**src/rtl/eu_fetch_unit.sv**
```systemverilog
// eu_fetch_unit: PC/IR front end that fetches instructions over a ready-handshaked
// memory port with a wait-state timeout, and applies absolute/relative/conditional PC loads.
module eu_fetch_unit #(
    parameter int              DW       = 16,
    parameter int              OFFW     = 8,
    parameter int              MAX_WAIT = 4,
    parameter logic [DW-1:0]   RESET_PC = '0
) (
    input  logic          clk,
    input  logic          reset,
    input  logic          fetch_req,
    input  logic          mem_rdy,
    input  logic [DW-1:0] mem_din,
    input  logic [DW-1:0] alu_in,
    input  logic [DW-1:0] reg_addr,
    input  logic          addr_sel,
    input  logic          pc_ld,
    input  logic          pc_sel,
    input  logic [1:0]    cond,
    input  logic          C,
    input  logic          N,
    input  logic          Z,
    output logic [DW-1:0] addr_out,
    output logic          mem_rd,
    output logic [DW-1:0] pc_q,
    output logic [DW-1:0] ir_q,
    output logic          ir_valid,
    output logic          fault,
    output logic          busy
);
    localparam int WW = $clog2(MAX_WAIT) + 1;

    typedef enum logic {IDLE, FETCH} state_t;

    state_t        state, state_n;
    logic [WW-1:0] wcnt, wcnt_n;
    logic [DW-1:0] pc_n, ir_n, rel_off, target;
    logic          ir_valid_n, fault_n, cond_ok;

    // Size cast of a signed operand sign-extends, which also covers OFFW == DW
    assign rel_off = DW'($signed(ir_q[OFFW-1:0]));
    assign target  = pc_sel ? alu_in : pc_q + rel_off;
    assign cond_ok = cond[1] ? (cond[0] ? C : N) : (cond[0] ? Z : 1'b1);

    assign busy     = state == FETCH;
    assign mem_rd   = state == FETCH;
    assign addr_out = (state == IDLE && addr_sel) ? reg_addr : pc_q;

    always_comb begin
        state_n    = state;
        pc_n       = pc_q;
        ir_n       = ir_q;
        wcnt_n     = wcnt;
        ir_valid_n = 1'b0;
        fault_n    = 1'b0;
        if (state == IDLE) begin
            if (fetch_req) begin
                state_n = FETCH;
                wcnt_n  = '0;
            end else if (pc_ld && cond_ok) begin
                pc_n = target;
            end
        end else if (mem_rdy) begin
            ir_n       = mem_din;
            pc_n       = pc_q + DW'(1);
            ir_valid_n = 1'b1;
            state_n    = IDLE;
        end else if (wcnt == WW'(MAX_WAIT - 1)) begin
            fault_n = 1'b1;
            state_n = IDLE;
        end else begin
            wcnt_n = wcnt + WW'(1);
        end
    end

    always_ff @(posedge clk or negedge reset) begin
        if (!reset) begin
            state    <= IDLE;
            pc_q     <= RESET_PC;
            ir_q     <= '0;
            wcnt     <= '0;
            ir_valid <= 1'b0;
            fault    <= 1'b0;
        end else begin
            state    <= state_n;
            pc_q     <= pc_n;
            ir_q     <= ir_n;
            wcnt     <= wcnt_n;
            ir_valid <= ir_valid_n;
            fault    <= fault_n;
        end
    end
endmodule

```
**config.mk**
```make
export PLATFORM = sky130hd
export DESIGN_NAME = eu_fetch_unit
export DESIGN_NICKNAME = d
export VERILOG_FILES = /design/src/rtl/eu_fetch_unit.sv
export SDC_FILE = /design/constraint.sdc
export NUM_CORES = 1
export LEC_CHECK = 0
export ABC_AREA = 1
export ABC_CLOCK_PERIOD_IN_PS = 2400
export BUFFER_PORTS_ARGS = -buffer_cell sky130_fd_sc_hd__buf_2
export CAP_MARGIN = 20
export CELL_PAD_IN_SITES_DETAIL_PLACEMENT = 1
export CELL_PAD_IN_SITES_GLOBAL_PLACEMENT = 2
export CORE_ASPECT_RATIO = 0.5
export CORE_MARGIN = 3
export CORE_UTILIZATION = 26
export DETAILED_ROUTE_END_ITERATION = 8
export PLACE_DENSITY = 0.79
export SETUP_SLACK_MARGIN = 0.02
export SKIP_CTS_REPAIR_TIMING = 1
export SLEW_MARGIN = 25
export SYNTH_ARGS = -nofsm -noshare
export SYNTH_HDL_FRONTEND = slang
export SYNTH_SLANG_ARGS = --single-unit
```
**constraint.sdc**
```tcl
create_clock -name clk -period 2.4 [get_ports clk]
set_input_delay 0.48 -clock clk [delete_from_list [all_inputs] [get_ports clk]]
set_output_delay 0.48 -clock clk [all_outputs]
set_load 0.005 [all_outputs]
```
==> results of run 1 <==
-- synth_stat cells, types with 5 or more instances --
cell type	count
a21oi_1	45
buf_2	11
dfrtp_1	38
ha_1	18
inv_1	60
inv_2	7
nand2_1	169
nand3_1	29
nor2_1	59
o211ai_1	5
o21ai_0	10
o21ai_1	10
xor2_1	6
-- stage by stage --
stage	worst slack (ns)	area, µm²
floorplan	0.585	3210
global placement	0.406	3970
detailed placement	0.319	3970
CTS	0.305	4100
global route	0.154	4100
finish	0.327	4100
-- registers in the layout, indices dropped and copies added, names as in the netlist --
| register | cells |
|---|---|
| wcnt | 3 |
| pc_q | 16 |
| ir_valid | 1 |
| fault | 1 |
| busy | 1 |
| ir_q | 16 |
-- cell usage in the layout, fill, tap and decap left out, drive strengths merged, types with 2 or more instances in the layout --
cell type  count
nand2        172
buf          123
inv           67
nor2          63
a21oi         47
dfrtp         38
nand3         31
o21ai         20
ha            18
xor2           6
o211ai         5
clkbuf         5
nor3           5
o22ai          4
and2           3
xnor2          3
nand4          2
clkinv         2
or2            2
-- path summary, 6_finish.rpt --
kind	startpoint	endpoint	slack, ns	cells past startpoint
hold reg to reg	ir_q[12]	ir_q[12]	0.48	2
min in group clk	mem_din[8]	ir_q[8]	0.39	3
setup reg to reg	pc_q[0]	pc_q[4]	0.33	9
setup / recovery	pc_q[0]	pc_q[4]	0.33	9
hold / removal	reset	pc_q[15]	0.13	1
max in group asynchronous	reset	ir_valid	1.57	2
-- per-layer routing --
layer | global-route usage [%] | routed length (µm) | up-vias
li1 | - | - | 1833
met2 | 28.7 | 5240 | 55
met4 | 3.15 | 130 | 2
met1 | 22.7 | 5760 | 1640
met5 | 0 | 7 | -
met3 | 3.79 | 483 | 12
-- power groups by stage --
stage                     Sequential (mW)  Combinational (mW)  Clock (mW)
after floorplan                      1.19                2.04           0
after global placement               1.24                3.07           0
after detailed placement             1.24                3.13           0
after CTS                            1.24                3.16       0.675
after global routing                 1.27                3.58       0.711
final                                1.22                3.10       0.656
-- final cells by class --
class	count	share of cell area [%]
Clock buffer	5	3.05
Timing Repair Buffer	123	15.7
Tap cell	159	4.85
Multi-Input combinational cell	386	46.8
Inverter	67	6.13
Sequential cell	38	23.2
Clock inverter	2	0.244
-- logic make-up after synthesis --
group	count (synthesis)	share of synthesized area (%)
flip-flops	38	29.6
adder cells (fa/ha/maj)	19	7.64
XOR/XNOR	9	2.46
buffers and inverters	83	10.6
multiplexers	1	0.351
AND/OR/NAND/NOR	280	36.4
AO/OA/AOI/OAI	77	12.9
-- critical path: cells and delay by family, from the launching register on --
family                     cells  cell delay, ns
AOI/OAI and AO/OA              3            0.44
xor gates and xnor gates       1            0.13
DFF                            1            0.43
adders and majority gates      2            0.63
and+or+nand+nor                3            0.37
==> results.md, run 1 <==
* Status: finished, final reports clean
* Row Count at 27
* Crit path max-delay cell type: dfrtp_1
* Hold WC Path Type: in2async
* Clk slew on worst S/H paths at 0.06 ns
* CP max stage delay at 0.43 ns
* Post-detailed-route wirelength per cell at 14.9 µm
* Max cap viols at 0
* Die area at 13800 µm²
* YS warnings at 0
* Most used DFF post-synth: dfrtp_1
* First-pass GRT wire length at 18800 µm
* Combinational Power Share at 62.2%
* Setup-failing EPs final at 0
* CTS tree: built
* Slew headroom at 71.3%
* Final Util at 35.6%
* Number of buffers created by CTS at 5
* Yosys reg bits at 38
* Die Y at 84.6 µm
* Multi-input logic area at 1920 µm²
* Most common cell on crit path: nand2_1
* CP Capture Type: register
* Final worst path period share at 86.4%
* Port Buffers at 111
* Initial Util at 27.9%
* Hold Vio Cnt, Final at 0
* Post-synth top area share at 29.6%
* Final Skew at 0.00591 ns
* Setup tns final at 0 ns
* Drt total wl at 11600 µm
* LEAKAGE at 2.31 nW
* Register area at 951 µm²
* Skew-Pair Late Insertion Delay at 0.28 ns
* ANT cells at 0
* CP Cell Sequence: ha_1, fa_1, nand2_1, nand2_1, and2_1, xnor2_1, o21ai_0, o211ai_1, o21ai_1
* DR pass1 iterations at 4
* Area growth from synthesis to layout at 27.8%
* Vias in the first global route at 3659
* Synth area leader: dfrtp_1
* Hpwl dp at 9400 µm
* Global route total overflow at 0
* Core box area at 11500 µm²
* Worst Path Max Fanout at 5
* Cell count after placement at 773
* Sw power at 2.49 mW
* Slew Viols, Final at 0
* Power consumption at 4.98 mW
* Synthesized cell area at 3210 µm²
* Iteration-0 DRC Markers at 125
* Sw frac at 50.0%
* Sequential share of the synthesized area at 29.6%
* Clock Power Share at 13.2%
* Fin crit period at 2.07 ns
* PwrDens at 1210 nW/µm²
* Max VDD drop at 0.000321 V
* Top cells by area, synth: dfrtp_1 30%, nand2_1 20%, a21oi_1 7.0%
* Residual DRC count at 0
* Initial antenna violation count at 1
* Async S/R FF share, synth at 100%
* Routed Antenna Nets at 0
* H-tree levels at 2
* Gp weighted congestion at 0.789
* Number of clock sinks at 38
* Fill count at 1546
* Synth Area per Inst at 6.33 µm²
* Avg Vias per Cell at 4.54
* CTS max path bufs at 2
* DR vias at 3542
* Synth cell types at 33
* Worst-Margin Slew at 0.431 ns
* RSZ-0062 raised after global routing: no
* Total track usage at 17.0%
* Syn_nets at 586
* Clock root buffer: clkbuf_16
* Pint at 2.49 mW
* Final net count at 700
* Hold WS at 0.128 ns
* Post-synth EDFFs at 0
* WP data required at 2.61 ns
* Fraction of layout cells with a size suffix above 1 at 24.5%
* I/O pin total at 112
* Kind of critical path: reg2reg
* Worst EP arrival at 2.29 ns
* Horiz. Die Dim at 163 µm
* Setup crit start kind: register
* Fin cells at 780
* Pin count of the biggest net entering global routing at 26
* Seq pwr share at 24.6%
* Max Freq at 482 MHz
* Cells after Synth at 507
Note: power is estimated with default switching activity, not from simulation.
==> run 2: changes to the inputs <==
--- a/config.mk
+++ b/config.mk
@@ -16,6 +16,7 @@
 export CORE_UTILIZATION = 26
 export DETAILED_ROUTE_END_ITERATION = 8
 export PLACE_DENSITY = 0.79
+export REMOVE_ABC_BUFFERS = 1
 export SETUP_SLACK_MARGIN = 0.02
 export SKIP_CTS_REPAIR_TIMING = 1
 export SLEW_MARGIN = 25
==> run 2 against run 1 <==
Non-clock buffer count stayed put. Cell area grew 0.40%. First-iteration DRC count rose by 3.2%. Final cell count grew 0.13%. Core utilization increased by 0.14 points. Register-to-register slack hardly changed. Largest cell class unchanged.
==> results.md, run 2 (synthesis gave the netlist of run 1 again) <==
* Final net count at 700 (unchanged)
* Fraction of layout cells with a size suffix above 1 at 24.6% (was 24.5%)
* Global route total overflow at 0 (unchanged)
* LEAKAGE at 2.31 nW (about the same)
* Fill count at 1545 (was 1546)
* Skew-Pair Late Insertion Delay at 0.28 ns (about the same)
* Setup tns final at 0 ns (unchanged)
* Crit-path leading delay family: simple AND/OR/NAND/NOR gates (was adder cells)
* Number of clock sinks at 38 (unchanged)
* Slew Viols, Final at 0 (unchanged)
* Hpwl dp at 9380 µm (was 9400 µm)
* Port Buffers at 111 (unchanged)
* PwrDens at 1210 nW/µm² (about the same)
* Max Freq at 484 MHz (was 482 MHz)
* Vias in the first global route at 3566 (was 3659)
* WP buf/inv at 0 (unchanged)
* Gp weighted congestion at 0.830 (was 0.789)
* Worst EP arrival at 2.24 ns (was 2.29 ns)
* Clock root buffer: clkbuf_16 (unchanged)
* Setup-failing EPs final at 0 (unchanged)
* CTS max path bufs at 2 (unchanged)
* Max VDD drop at 0.000309 V (was 0.000321 V)
* Fin crit period at 2.07 ns (about the same)
* Number of buffers created by CTS at 5 (unchanged)
* Worst Path Max Fanout at 5 (unchanged)
* Slew headroom at 69.4% (was 71.3%)
* Multi-input logic area at 1920 µm² (unchanged)
* ANT cells at 0 (unchanged)
* Die Y at 84.6 µm (unchanged)
* Reg2reg start: pc_q[0] (unchanged)
* Core box area at 11500 µm² (unchanged)
* Hold Vio Cnt, Final at 0 (unchanged)
* Iteration-0 DRC Markers at 129 (was 125)
* Area growth from synthesis to layout at 28.3% (was 27.8%)
* Kind of critical path: reg2reg (unchanged)
* Flop2flop setup slack at 0.33 ns (about the same)
* Fin cells at 781 (was 780)
* H-tree levels at 2 (unchanged)
* CP max stage delay at 0.43 ns (about the same)
* Horiz. Die Dim at 163 µm (unchanged)
* CP Cell Sequence: ha_1, fa_1, nand2_1, nand2_1, nand3_1, nand2_1, nand2_1, nand2_1, nand2_1, nand3_1, nand2_1, nand2_1, nand2_1, nand2_1 (was ha_1, fa_1, nand2_1, nand2_1, and2_1, xnor2_1, o21ai_0, o211ai_1, o21ai_1)
* Most common cell on crit path: nand2_1 (unchanged)
* Setup crit start kind: register (unchanged)
* R2R depth at 14 (was 9)
* Stages on the worst setup path at 14 (was 9)
* Row Count at 27 (unchanged)
* Largest registers: ir_q x16, pc_q x16, wcnt x3 (unchanged)
* Total track usage at 16.8% (was 17.0%)
* Worst-Margin Slew at 0.459 ns (was 0.431 ns)
* Max cap viols at 0 (unchanged)
* CTS tree: built (unchanged)
* Register area at 951 µm² (unchanged)
* FF-to-FF End: pc_q[10] (was pc_q[4])
* Final Skew at 0.00468 ns (was 0.00591 ns)
* Post-detailed-route wirelength per cell at 14.8 µm (was 14.9 µm)
* Status: finished, final reports clean (unchanged)
* Crit path max-delay cell type: dfrtp_1 (unchanged)
* Commonest non-fill, non-tap cell in the layout: nand2_1 (unchanged)
* Drt total wl at 11600 µm (about the same)
* Cell count after placement at 773 (unchanged)
* RSZ-0062 raised after global routing: no (unchanged)
* Commonest cells after routing, fill and taps aside: 169 x nand2_1, 111 x buf_2, 60 x inv_1 (unchanged)
* Routed Antenna Nets at 0 (unchanged)
* Clk slew on worst S/H paths at 0.06 ns (about the same)
* DR vias at 3588 (was 3542)
* Final worst path period share at 86.2% (was 86.4%)
* Residual DRC count at 0 (unchanged)
* CP Capture Type: register (unchanged)
* Worst setup path endpoint: pc_q[10] (was pc_q[4])
* Hold WC Path Type: in2async (unchanged)
* Die area at 13800 µm² (unchanged)
* WP data required at 2.57 ns (was 2.61 ns)
* Initial antenna violation count at 0 (was 1)
* Avg Vias per Cell at 4.59 (was 4.54)
* CP startpoint: pc_q[0] (unchanged)
* I/O pin total at 112 (unchanged)
* Initial Util at 27.9% (unchanged)
* Pin count of the biggest net entering global routing at 23 (was 26)
* First-pass GRT wire length at 18600 µm (was 18800 µm)
* DR pass1 iterations at 4 (unchanged)
run 2: cell types whose count changed in the layout (fill, tap and decap cells not counted):
cell        before  now
clkinvlp_4       0    1
clkinv_2         2    1
clkbuf_8         0    1
run 2: through the flow:
| stage | worst slack (ns) | total power [mW] | hold slack, ns | instance area (µm²) | utilization [%] |
|---|---|---|---|---|---|
| 2_1_floorplan | 0.0608 | 3.18 | 0.184 | 3120 | - |
| 3_3_place_gp | 0.436 | 4.30 | 0.455 | 3970 | 34.4 |
| 3_5_place_dp | 0.401 | 4.35 | 0.456 | 3970 | 34.4 |
| 4_1_cts | 0.330 | 5.08 | 0.150 | 4120 | 35.7 |
| 5_1_grt | 0.174 | 5.58 | 0.160 | 4120 | 35.7 |
| 6_report | 0.332 | 5.00 | 0.142 | 4120 | 35.7 |
run 2: per-layer routing:
| layer | track usage [%] | vias to the layer above | wire length [µm] |
|---|---|---|---|
| met2 | 27.4 | 75 | 5180 |
| met3 | 4.14 | 5 | 685 |
| li1 | - | 1838 | - |
| met4 | 1.61 | 0 | 32 |
| met5 | 0 | - | 0 |
| met1 | 23.4 | 1670 | 5670 |
run 2: layout make-up:
cell class,count,share of cell area [%]
clock inverter,2,0.304
inverter,67,6.11
sequential,38,23.1
multi-input combinational,386,46.6
timing repair buffer,123,15.7
clock buffer,6,3.37
tap,159,4.83
run 2: worst reg2reg max path, delay by kind of cell (launching register included):
kind	cells	cell delay [ns]
AND/OR/NAND/NOR	12	0.91
adder cells (fa/ha/maj)	2	0.63
flip-flops	1	0.43
run 2: worst min-delay path by stage:
stage / from / endpoint / slack [ns] / depth (start not counted)
detailed placement: reset / pc_q[14] / 0.46 / 1
CTS: reset / pc_q[8] / 0.15 / 1
global route: reset / pc_q[7] / 0.16 / 1
global placement: reset / pc_q[14] / 0.46 / 1
finish: reset / pc_q[2] / 0.14 / 1
floorplan: reset / busy / 0.18 / 0
run 2: report_power, final:
part	switching [mW]	leakage, nW	internal (mW)
registers	0.352	0.467	0.891
logic	1.86	1.77	1.21
clock network	0.275	0.0729	0.412
